===== src/rtl/serial_word_pkg.sv =====
// Shared defaults and state encoding for the serial word loader.
package serial_word_pkg;

   localparam int unsigned SW_WIDTH = 8;
   localparam int unsigned SW_CNT_W = 4;

   typedef enum logic {IDLE, SHIFT} sl_state_t;

endpackage


===== src/rtl/serial_word_if.sv =====
// Serial input stream plus valid/ready word output of the loader.
interface serial_word_if #(parameter int unsigned WIDTH = 8);

   logic             sin_valid;
   logic             sin_bit;
   logic             sin_first;
   logic [WIDTH-1:0] word;
   logic             word_valid;
   logic             word_ready;

   // master is the loader; slave is the bit source / word consumer side
   modport master (
      input  sin_valid, sin_bit, sin_first, word_ready,
      output word, word_valid
   );

   modport slave (
      output sin_valid, sin_bit, sin_first, word_ready,
      input  word, word_valid
   );

endinterface


===== src/rtl/word_hold_reg.sv =====
// Output word register: valid/ready handshake and sticky overflow on a dropped word.
module word_hold_reg #(
   parameter int unsigned WIDTH = 8
) (
   input  logic             clk,
   input  logic             rst,
   input  logic             load,
   input  logic [WIDTH-1:0] din,
   input  logic             ready,
   input  logic             clr_ovf,
   output logic [WIDTH-1:0] word,
   output logic             word_valid,
   output logic             overflow
);

   logic accept_c;
   logic drop_c;

   // A completed word is taken if the slot is empty or being emptied this edge
   assign accept_c = load && (!word_valid || ready);
   assign drop_c   = load && word_valid && !ready;

   always_ff @(posedge clk or posedge rst) begin
      if (rst) begin
         word       <= '0;
         word_valid <= 1'b0;
         overflow   <= 1'b0;
      end else begin
         if (accept_c) begin
            word       <= din;
            word_valid <= 1'b1;
         end else if (word_valid && ready) begin
            word_valid <= 1'b0;
         end

         if (drop_c)
            overflow <= 1'b1;
         else if (clr_ovf)
            overflow <= 1'b0;
      end
   end

endmodule


===== src/rtl/serial_word_loader.sv =====
// Collects an MSB-first serial stream into WIDTH-bit words, double-buffered onto a valid/ready port.
module serial_word_loader
   import serial_word_pkg::*;
#(
   parameter int unsigned WIDTH = SW_WIDTH,
   parameter int unsigned CNT_W = SW_CNT_W
) (
   input  logic              clk,
   input  logic              rst,
   serial_word_if.master     bus,
   output logic [CNT_W-1:0]  bit_cnt,
   output logic              sync_err,
   output logic              overflow,
   input  logic              clr_ovf
);

   localparam logic [CNT_W-1:0] LAST_BIT = CNT_W'(WIDTH - 1);

   sl_state_t        state, state_nxt;
   logic [WIDTH-1:0] shreg, shreg_nxt;
   logic [CNT_W-1:0] cnt_nxt;
   logic             sync_err_nxt;
   logic             done_c;
   logic [WIDTH-1:0] word_c;

   // State, shift register and status registers
   always_ff @(posedge clk or posedge rst) begin
      if (rst) begin
         state    <= IDLE;
         shreg    <= '0;
         bit_cnt  <= '0;
         sync_err <= 1'b0;
      end else begin
         state    <= state_nxt;
         shreg    <= shreg_nxt;
         bit_cnt  <= cnt_nxt;
         sync_err <= sync_err_nxt;
      end
   end

   // Next-state: framing on sin_first, completion on the WIDTH-th bit
   always_comb begin
      state_nxt    = state;
      shreg_nxt    = shreg;
      cnt_nxt      = bit_cnt;
      sync_err_nxt = 1'b0;
      done_c       = 1'b0;
      word_c       = {shreg[WIDTH-2:0], bus.sin_bit};

      if (bus.sin_valid) begin
         case (state)
            IDLE: begin
               if (bus.sin_first) begin
                  shreg_nxt = WIDTH'(bus.sin_bit);
                  cnt_nxt   = CNT_W'(1);
                  state_nxt = SHIFT;
               end else begin
                  sync_err_nxt = 1'b1;
               end
            end
            SHIFT: begin
               if (bus.sin_first) begin
                  sync_err_nxt = 1'b1;
                  shreg_nxt    = WIDTH'(bus.sin_bit);
                  cnt_nxt      = CNT_W'(1);
               end else if (bit_cnt == LAST_BIT) begin
                  done_c    = 1'b1;
                  shreg_nxt = word_c;
                  cnt_nxt   = '0;
                  state_nxt = IDLE;
               end else begin
                  shreg_nxt = word_c;
                  cnt_nxt   = bit_cnt + CNT_W'(1);
               end
            end
         endcase
      end
   end

   word_hold_reg #(.WIDTH(WIDTH)) u_hold (
      .clk        (clk),
      .rst        (rst),
      .load       (done_c),
      .din        (word_c),
      .ready      (bus.word_ready),
      .clr_ovf    (clr_ovf),
      .word       (bus.word),
      .word_valid (bus.word_valid),
      .overflow   (overflow)
   );

endmodule


===== src/flat_wrapper.sv =====
// flat-port wrapper written by rule: the top's interface ports become plain ports
module serial_word_loader_flat import serial_word_pkg::*;
#(
   parameter int unsigned WIDTH = SW_WIDTH,
   parameter int unsigned CNT_W = SW_CNT_W
)
  (clk, rst, bit_cnt, sync_err, overflow, clr_ovf, bus_sin_valid, bus_sin_bit, bus_sin_first, bus_word_ready, bus_word, bus_word_valid);
  serial_word_if #(.WIDTH(WIDTH)) bus_i ();
  input  logic clk;
  input  logic rst;
  output logic [CNT_W-1:0] bit_cnt;
  output logic sync_err;
  output logic overflow;
  input  logic clr_ovf;
  input wire logic [$bits(bus_i.sin_valid)-1:0] bus_sin_valid;
  input wire logic [$bits(bus_i.sin_bit)-1:0] bus_sin_bit;
  input wire logic [$bits(bus_i.sin_first)-1:0] bus_sin_first;
  input wire logic [$bits(bus_i.word_ready)-1:0] bus_word_ready;
  output wire logic [$bits(bus_i.word)-1:0] bus_word;
  output wire logic [$bits(bus_i.word_valid)-1:0] bus_word_valid;
  assign bus_i.sin_valid = bus_sin_valid;
  assign bus_i.sin_bit = bus_sin_bit;
  assign bus_i.sin_first = bus_sin_first;
  assign bus_i.word_ready = bus_word_ready;
  assign bus_word = bus_i.word;
  assign bus_word_valid = bus_i.word_valid;
  serial_word_loader #(.WIDTH(WIDTH), .CNT_W(CNT_W)) u_core (.clk(clk), .rst(rst), .bus(bus_i), .bit_cnt(bit_cnt), .sync_err(sync_err), .overflow(overflow), .clr_ovf(clr_ovf));
endmodule

===== config.mk =====
export PLATFORM = sky130hd
export DESIGN_NAME = serial_word_loader_flat
export DESIGN_NICKNAME = d
export VERILOG_FILES = /design/src/rtl/serial_word_pkg.sv /design/src/rtl/serial_word_if.sv /design/src/rtl/word_hold_reg.sv /design/src/rtl/serial_word_loader.sv /design/src/flat_wrapper.sv
export SDC_FILE = /design/constraint.sdc
export NUM_CORES = 1
export LEC_CHECK = 0
export ABC_AREA = 1
export ABC_CLOCK_PERIOD_IN_PS = 1500
export CAP_MARGIN = 20
export CORE_MARGIN = 2
export CORE_UTILIZATION = 48
export DETAILED_ROUTE_END_ITERATION = 6
export GPL_ROUTABILITY_DRIVEN = 0
export GPL_TIMING_DRIVEN = 0
export PLACE_DENSITY = 0.76
export SLEW_MARGIN = 20
export SYNTH_ARGS = -nofsm -noshare
export SYNTH_HDL_FRONTEND = slang
export SYNTH_SLANG_ARGS = --single-unit

===== constraint.sdc =====
create_clock -name clk -period 1.5 [get_ports clk]
set_input_delay 0.15 -clock clk [delete_from_list [all_inputs] [get_ports clk]]
set_output_delay 0.15 -clock clk [all_outputs]
set_load 0.005 [all_outputs]

==> results by group, run 1 <==
Outcome
  • Status: completed

Synthesis
  • Syn. warnings: 0
  • Syn avg cell area: 9.30 um^2
  • Yosys reg bits: 23
  • FFs w/ async S/R, synth: 100%
  • Main area contributors after synthesis: dfrtp_1 57%, nand2_1 12%, nand4_1 5.6%, inv_1 4.4%, nor2_4 3.3%
  • Synth cell count leaders: 33 x nand2_1, 23 x dfrtp_1, 12 x inv_1
  • Sequential area share after synthesis: 56.8%
  • Most frequent cell after synthesis: nand2_1
  • Top FF cell, synth: dfrtp_1
  • Synth Net Count: 118
  • Mapped Area: 1010 um^2
  • Post-synth EDFFs: 0
  • Yosys top cell area share: 56.8%
  • Post-synthesis cell count: 109
  • Area leader, netlist: dfrtp_1
  • Library cells used by synthesis: 17

STA
  • Max Freq: 694 MHz
  • Worst-Margin Slew: 841 ps
  • Final setup vio count: 0
  • Slew headroom: 43.9%
  • Final hold viol count: 0
  • Setup TNS: 0 ps
  • Fin. max-slew vios: 0
  • Worst Skew: 3.48 ps
  • Crit path time final: 1440 ps
  • Final Cycle Share: 96.1%
  • RSZ-0062 raised after global routing: no

Clocking
  • H-Tree Depth: 1
  • Num CTS Buffers: 3
  • CTS Buffer Depth: 2
  • Clock Latency Late Sink: 310 ps
  • # clock sinks: 23
  • Post-cts resize count: 0
  • TritonCTS clock tree: built
  • Reg clk slew, reported paths: 120 ps
  • Hold buffers post-CTS: 0
  • Clk root buf: clkbuf_4
  • # Post-CTS Setup Buffers: 0

Floorplan
  • Die Height: 50.0 um
  • # rows: 16
  • Die area: 2500 um^2
  • Starting Density: 51.1%
  • Chip width: 50.0 um
  • Core Footprint: 1980 um^2
  • Num ports: 22

Global routing
  • Total GRT Usage: 18.6%
  • Vias in the first global route: 812
  • Global-route wire length before repair: 3620 um
  • Initial antenna violation count: 0
  • Pin count of the biggest net entering global routing: 24
  • Grt ovf: 0

Pwr
  • Sw Share: 31.0%
  • Pwr/cell area: 1190 nW/um^2
  • VDD IR max: 0.000977 V
  • Seq pwr share: 52.8%
  • LEAKAGE: 0.639 nW
  • Int Pwr: 1.07 mW
  • P_sw: 0.478 mW
  • Power share of the combinational group: 28.5%
  • Clock share of power: 18.7%

Layout
  • Area Overhead vs Synth: 27.7%
  • N_diodes: 0
  • Final Instance Area: 1290 um^2
  • Post-layout util: 65.3%
  • Post-route insts no fill: 161
  • Layout cell share with drive strength beyond 1: 12.7%
  • Nets@finish: 144

Detailed routing
  • Initial DRC Count: 18
  • Routed WL: 2010 um
  • Post-route ant nets: 0
  • Vias post-DR: 836
  • Routed WL per cell: 12.5 um
  • DRC Markers: 0
  • First-pass detailed-route iteration total: 4
  • Vias per std cell: 5.19

Setup path
  • Crit path max fanout: 6
  • Top delay family on crit path: buffers and inverters
  • Crit path DAT: 1290 ps
  • Crit-path cells: clkdlybuf4s50_1
  • Slowest stage cell, crit path: clkdlybuf4s50_1
  • Req. time, crit path: 1350 ps
  • CP Launch Type: flop
  • CP max stage delay: 530 ps
  • CP Capture Type: output port
  • Crit path buf inv count: 1
  • Worst Path Class, Setup: reg2out

Flow run
  • Max Cap Viol: 0

Placed design
  • Placed cells: 157
  • Estimated wirelength of the detail-placed design: 1340 um
  • I/O Buffers: 21
  • Placement Cell Area: 1260 um^2

Min path
  • Hold WC Path Type: in2async
[final timing paths]
| path | end | slack [ps] | from | cells after the start |
|---|---|---|---|---|
| max | bit_cnt[2] | 60 | u_core.bit_cnt[2] | 1 |
| min | u_core.u_hold.word[7] | 290 | rst | 2 |
| max reg2reg | u_core.u_hold.word[0] | 160 | u_core.bit_cnt[1] | 6 |
| min reg2reg | u_core.u_hold.word[6] | 490 | u_core.u_hold.word[6] | 2 |
| max in group asynchronous | u_core.bit_cnt[0] | 640 | rst | 2 |
| min in group clk | u_core.u_hold.overflow | 420 | clr_ovf | 4 |
[state kept, by name (all words and copies together), names as in the netlist]
name	flops
u_core.shreg	7
u_core.bit_cnt	4
u_core.sync_err	1
u_core.u_hold.word	8
u_core.u_hold.overflow	1
u_core.state	1
u_core.u_hold.word_valid	1
[placed cells by master (no fill, tap or decap)]
master and instances:
buf_2 2, o21ai_2 1, nand2_2 1, dfrtp_2 1, inv_2 3, clkdlybuf4s50_1 21, clkbuf_1 1, clkbuf_4 3
o22ai_1 5, nand4_4 1, nor2_4 3, inv_1 12, ha_1 2, dfrtp_1 22, nand3_1 5, nand2_1 33
o21ai_0 4, buf_6 1, nand4_1 9, nor2_1 3, nor2_2 1
[final cells by class]
type | instances | area, um^2
buffer | 3 | 21.3
clock buffer | 4 | 26.3
fill | 153 | 688
inverter | 15 | 56.3
multi-input combinational | 68 | 369
sequential | 23 | 577
tap | 27 | 33.8
timing repair buffer | 21 | 210
[metal layers]
layer,part of all wire [%],track usage [%]
met5,0,0
met4,0.55,4.17
met3,2.8,2.73
met2,50,31.3
met1,47,25.3
[power groups by stage]
stage          clock (mW)  sequential, mW  combinational, mW
4_1_cts             0.286           0.812              0.439
3_3_place_gp            0           0.818              0.431
2_1_floorplan           0           0.820              0.200
6_report            0.289           0.816              0.439
5_1_grt             0.316           0.832              0.498
3_5_place_dp            0           0.823              0.434
[through the flow]
| step | power (mW) | hold WS, ps | setup WS, ps |
|---|---|---|---|
| 2_1_floorplan | 1.02 | 152 | 312 |
| 3_3_place_gp | 1.25 | 461 | -85.2 |
| 3_5_place_dp | 1.26 | 466 | -129 |
| 4_1_cts | 1.54 | 338 | 62.0 |
| 5_1_grt | 1.65 | 413 | 6.68 |
| 6_report | 1.54 | 295 | 58.3 |
[cell families (layout without fill, tap and decap cells)]
group	after synthesis	count (layout)	share of synthesized area, %
and+or+nand+nor	56	56	27.2
DFF	23	23	56.8
buffers and inverters	18	43	7.65
AOI/OAI and AO/OA	10	10	5.93
adders and majority gates	2	2	2.47
Note: power is estimated with default switching activity, not from simulation.
==> run 2, diff against run 1 <==
GPL_TIMING_DRIVEN = default   (was 0)
PLACE_DENSITY = 0.79   (was 0.76)
==> run 2 against run 1 <==
Net effect:
- sequential power shrank 1%
- core utilization is 2.1 points higher
- global-route usage rose by 0.96 points
- critical path depth is the same
- clock skew rose by 4.5 ps
- clock power is 1% lower
- combinational power grew 17%
- non-clock buffer count up 6
==> results by group, run 2 (synthesis results as in run 1) <==
Detailed routing
  • Vias post-DR: 876
  • Routed WL per cell: 12.9 um
  • First-pass detailed-route iteration total: 4
  • Vias per std cell: 5.25
  • DRC Markers: 0
  • Routed WL: 2150 um
  • Initial DRC Count: 37
  • Post-route ant nets: 0

Clocking
  • H-Tree Depth: 1
  • TritonCTS clock tree: built
  • CTS Buffer Depth: 2
  • # clock sinks: 23
  • Clock Latency Late Sink: 310 ps
  • Hold buffers post-CTS: 0
  • Clk root buf: clkbuf_4
  • Reg clk slew, reported paths: 130 ps
  • Num CTS Buffers: 3

Global routing
  • Met1 Usage GRT: 22.9%
  • Initial antenna violation count: 0
  • Global-route wire length before repair: 3710 um
  • Top Usage Layer GRT: met2
  • Grt met3 use: 1.82%
  • Pin count of the biggest net entering global routing: 24
  • Total GRT Usage: 19.5%
  • GR Layer Usage met2: 36.7%
  • Grt ovf: 0
  • Vias in the first global route: 881

STA
  • Final worst setup slack: 61.7 ps
  • Final Cycle Share: 95.9%
  • Max Freq: 695 MHz
  • Worst Skew: 7.99 ps
  • Worst-Margin Slew: 291 ps
  • Slew headroom: 80.6%
  • Final hold viol count: 0
  • Fin. max-slew vios: 0
  • Crit path time final: 1440 ps
  • Final setup vio count: 0

Setup path
  • CP max stage delay: 540 ps
  • Critical Path Sink: bit_cnt[2]
  • Crit-path cells: clkdlybuf4s50_1
  • CP Capture Type: output port
  • Top delay family on crit path: buffers and inverters
  • Worst setup startpoint: u_core.bit_cnt[2]
  • CP Launch Type: flop
  • Slowest stage cell, crit path: clkdlybuf4s50_1
  • RR Endpoint: u_core.u_hold.word[6]
  • Crit path DAT: 1290 ps
  • R2r setup slk: 100 ps
  • Crit path depth: 1
  • Crit path buf inv count: 1
  • Crit path max fanout: 6
  • R2R depth: 6
  • Req. time, crit path: 1350 ps
  • Critical R2R Launch: u_core.bit_cnt[1]
  • Worst Path Class, Setup: reg2out

Layout
  • Layout cell share with drive strength beyond 1: 15.7%
  • Max reg flops: 8
  • Most frequent cells in the layout: 33 x nand2_1, 23 x dfrtp_1, 20 x clkdlybuf4s50_1
  • Largest Register: u_core.u_hold.word
  • Area Overhead vs Synth: 31.9%
  • Largest regs: u_core.u_hold.word: 8 flops, u_core.shreg: 7 flops, u_core.bit_cnt: 4 flops
  • Nets@finish: 150
  • N_diodes: 0
  • Commonest non-fill, non-tap cell in the layout: nand2_1

Outcome
  • Status: completed

Floorplan
  • Core Footprint: 1980 um^2
  • Die area: 2500 um^2
  • Starting Density: 51.1%
  • Chip width: 50.0 um
  • Num ports: 22
  • Die Height: 50.0 um
  • # rows: 16

Pwr
  • Pwr/cell area: 1200 nW/um^2
  • Power Total: 1.60 mW
  • LEAKAGE: 0.676 nW
  • VDD IR max: 0.000797 V

Placed design
  • Dpl ws: -34.2 ps
  • Estimated wirelength of the detail-placed design: 1580 um
  • I/O Buffers: 21

Min path
  • Hold WC Path Type: in2async

Flow run
  • Max Cap Viol: 0
## run 2: changes by cell type in the layout (fill, tap and decap cells not counted), sizes merged
cell / delta
clkdlybuf4s50: -1
dlymetal6s2s: +1
buf: +6
## run 2: area by class of cell
type                       instances  area (um^2)
clock buffer                       4         26.3
fill                             153          646
inverter                          15         56.3
multi-input combinational         68          360
sequential                        23          576
tap                               27         33.8
timing repair buffer              30          284
## run 2: worst min path at each step
stage	startpoint	endpoint	slack, ps	cells after the start
5_1_grt	rst	u_core.u_hold.word[6]	210	3
2_1_floorplan	rst	u_core.bit_cnt[0]	150	1
3_3_place_gp	u_core.u_hold.word[6]	u_core.u_hold.word[6]	460	2
3_5_place_dp	u_core.u_hold.word[4]	u_core.u_hold.word[4]	470	2
4_1_cts	rst	u_core.u_hold.word[5]	190	3
6_report	rst	u_core.shreg[4]	170	3
## run 2: routing by layer
metal	part of all wire, %	vias to the layer above
met5	0	-
met4	0.88	0
met3	3.1	4
met2	52	25
met1	44	425
li1	-	422
## run 2: what timing repair did
action | in CTS | in global routing
setup buffers | 0 | 1
endpoints found under the setup margin | 0 | 1
gates resized for setup | 0 | 2
## run 2: through the flow
step                      hold WS [ps]  setup TNS (ps)  area, um^2  util [%]  std cells
after detailed placement           474           -45.9        1300      65.4        162
final                              169               0        1340      67.4        167
after global placement             462               0        1300      65.4        162
after floorplan                    152               0        1010         -        109
after global routing               211           -7.59        1340      67.4        167
after CTS                          185               0        1320      66.7        166
## run 2: where the power goes
part           total (mW)  internal (mW)  leakage [nW]  switching [mW]
combinational       0.512          0.288         0.354           0.224
sequential          0.805          0.720         0.307          0.0848
clock               0.285          0.104        0.0150           0.181
total                1.60           1.11         0.676           0.490
==> run 3, diff against run 2 <==
ABC_AREA = default   (was 1)
CORE_UTILIZATION = 47   (was 48)
PLACE_DENSITY = 0.76   (was 0.79)
==> run 3 against run 2 <==
Net effect:
- flip-flop and latch count unchanged
- combinational power shrank 16%
- critical path type is now reg2reg
- sequential share of layout area down 2.4 points
- the flow now finishes with violations (negative setup slack)
- design area up 5.8%
- largest power group unchanged
- fmax fell by 4.2%
- worst hold slack is essentially flat
- count of clock-buffer cells in the layout is the same
- critical endpoint is now u_core.u_hold.word[0]
- non-clock buffer count up 10
- synthesized cell count is 37% lower
- first-iteration DRC count down 70%
- highest routed layer is now met3
==> results by group, run 3 <==
Outcome
  • Status: finished, violations left
  • Failing checks: negative setup slack

Detailed routing
  • Vias post-DR: 696
  • Initial DRC Count: 11
  • Post-route ant nets: 0
  • First-pass detailed-route iteration total: 3
  • DRC Markers: 0
  • Routed WL per cell: 14.9 um
  • Vias per std cell: 5.01
  • Routed WL: 2070 um

Floorplan
  • Num ports: 22
  • Core Footprint: 1920 um^2
  • Starting Density: 48.6%
  • Die Height: 48.6 um
  • Die area: 2360 um^2
  • # rows: 16
  • Chip width: 48.6 um

Synthesis
  • Area leader, netlist: dfrtp_1
  • Synth cell count leaders: 23 x dfrtp_1, 9 x a22o_1, 8 x mux2_2
  • Synth Net Count: 78
  • Yosys top cell area share: 61.6%
  • Sequential area share after synthesis: 61.6%
  • Syn. warnings: 0
  • Library cells used by synthesis: 20
  • FFs w/ async S/R, synth: 100%
  • Most frequent cell after synthesis: dfrtp_1
  • Yosys reg bits: 23
  • Post-synth EDFFs: 0
  • Mapped Area: 935 um^2
  • Post-synthesis cell count: 69
  • Top FF cell, synth: dfrtp_1
  • Syn avg cell area: 13.5 um^2
  • Main area contributors after synthesis: dfrtp_1 62%, mux2_2 9.6%, a22o_1 8.4%, ha_1 2.7%, nand2b_1 2.0%

Setup path
  • R2R depth: 5
  • CP Capture Type: flop
  • Slowest stage cell, crit path: dfrtp_1
  • Worst Path Class, Setup: reg2reg
  • Req. time, crit path: 1690 ps
  • Critical Path Sink: u_core.u_hold.word[0]
  • Crit path buf inv count: 1
  • RR Endpoint: u_core.u_hold.word[0]
  • Crit path depth: 5
  • Worst setup startpoint: u_core.bit_cnt[0]
  • Crit path DAT: 1690 ps
  • Crit path max fanout: 8
  • Top delay family on crit path: flip-flops
  • Critical R2R Launch: u_core.bit_cnt[0]
  • CP Launch Type: flop
  • R2r setup slk: -2 ps
  • CP max stage delay: 410 ps
  • Crit-path cells: ha_4 > nand4b_4 > nor3b_4 > buf_12 > mux2_4

STA
  • Final hold viol count: 0
  • Slew headroom: 81.0%
  • Fin. max-slew vios: 0
  • Crit path time final: 1500 ps
  • Final Cycle Share: 100%
  • Worst Skew: 9.36 ps
  • Hold slack: 169 ps
  • Max Freq: 666 MHz
  • RSZ-0062 raised after global routing: yes
  • Final setup vio count: 1
  • Final worst setup slack: -1.69 ps
  • Worst-Margin Slew: 286 ps

Layout
  • Area Overhead vs Synth: 51.3%
  • Post-layout util: 73.6%
  • Register area: 576 um^2
  • Filler instances: 147
  • Layout cell share with drive strength beyond 1: 31.3%
  • Commonest non-fill, non-tap cell in the layout: dfrtp_1
  • Most frequent cells in the layout: 23 x dfrtp_1, 20 x clkdlybuf4s50_1, 17 x buf_4
  • Nets@finish: 122
  • Largest Register: u_core.u_hold.word
  • Max reg flops: 8
  • Largest regs: u_core.u_hold.word: 8 flops, u_core.shreg: 7 flops, u_core.bit_cnt: 4 flops
  • Footprint of the multi-input gates: 392 um^2
  • N_diodes: 0

Clocking
  • Clk root buf: clkbuf_4
  • Hold buffers post-CTS: 0
  • # clock sinks: 23
  • TritonCTS clock tree: built
  • CTS Buffer Depth: 2
  • H-Tree Depth: 1
  • Clock Latency Late Sink: 310 ps
  • Num CTS Buffers: 3
  • Reg clk slew, reported paths: 120 ps

Global routing
  • Vias in the first global route: 728
  • Pin count of the biggest net entering global routing: 24
  • Grt ovf: 0
  • Initial antenna violation count: 0
  • Total GRT Usage: 19.5%
  • Global-route wire length before repair: 3570 um

Pwr
  • VDD IR max: 0.000942 V
  • LEAKAGE: 0.709 nW
  • Power Total: 1.44 mW
  • Pwr/cell area: 1020 nW/um^2

Flow run
  • Max Cap Viol: 0

Min path
  • Hold WC Path Type: in2async

Placed design
  • Estimated wirelength of the detail-placed design: 1320 um
  • I/O Buffers: 21
==> run 3: worst min-delay path by stage <==
stage                     from           endpoint  slack [ps]
3_3_place_gp   u_core.shreg[0]    u_core.shreg[0]         490
5_1_grt                    rst       u_core.state         190
4_1_cts                    rst       u_core.state         170
3_5_place_dp   u_core.shreg[0]    u_core.shreg[0]         490
6_report                   rst    u_core.sync_err         170
2_1_floorplan              rst  u_core.bit_cnt[0]         150
==> run 3: logic make-up after synthesis <==
logic type,Yosys count,synth area share [%]
fa+ha+maj,2,2.68
compound gates,15,12.3
mux,8,9.64
flops,23,61.6
buf+inv,5,2.01
simple gates,16,11.8
==> run 3: area by class of cell <==
| cell class | instances | area share, % |
|---|---|---|
| Inverter | 4 | 1.06 |
| Tap cell | 27 | 2.39 |
| Sequential cell | 23 | 40.7 |
| Timing Repair Buffer | 40 | 26.3 |
| Multi-Input combinational cell | 41 | 27.7 |
| Clock buffer | 4 | 1.86 |
==> run 3: per-stage QoR <==
stage	setup TNS, ps	area (um^2)	instances	setup WS, ps
2_1_floorplan	-686	937	69	-85.8
3_3_place_gp	-1850	1300	131	-145
3_5_place_dp	-2400	1300	131	-166
4_1_cts	-103	1380	136	-19.0
5_1_grt	-501	1410	139	-58.3
6_report	-1.69	1410	139	-1.69
==> run 3: report_power, final <==
part           internal [mW]  switching (mW)  total [mW]
Clock                  0.104           0.169       0.273
Combinational          0.281           0.150       0.431
Sequential             0.685          0.0495       0.734
==> run 3: tightest hold or removal path, delay by kind of cell <==
family                 cells  cell delay, ps
buffers and inverters      3             720
==> run 3: timing repair <==
action / 4_1_cts / 5_1_grt
gates cloned: 0 / 0
setup buffers: 1 / 3
resized for setup: 9 / 3
endpoints found under the setup margin: 9 / 10
pin swaps: 3 / 3
==> run 3: per-layer routing <==
layer	share of wire, %	track usage [%]	routed length (um)	vias up
li1	-	-	-	331
met1	45	26.3	919	347
met2	50	32.6	1040	18
met3	5.2	5.86	108	0
met4	0	1.43	0	0
met5	0	0	0	-
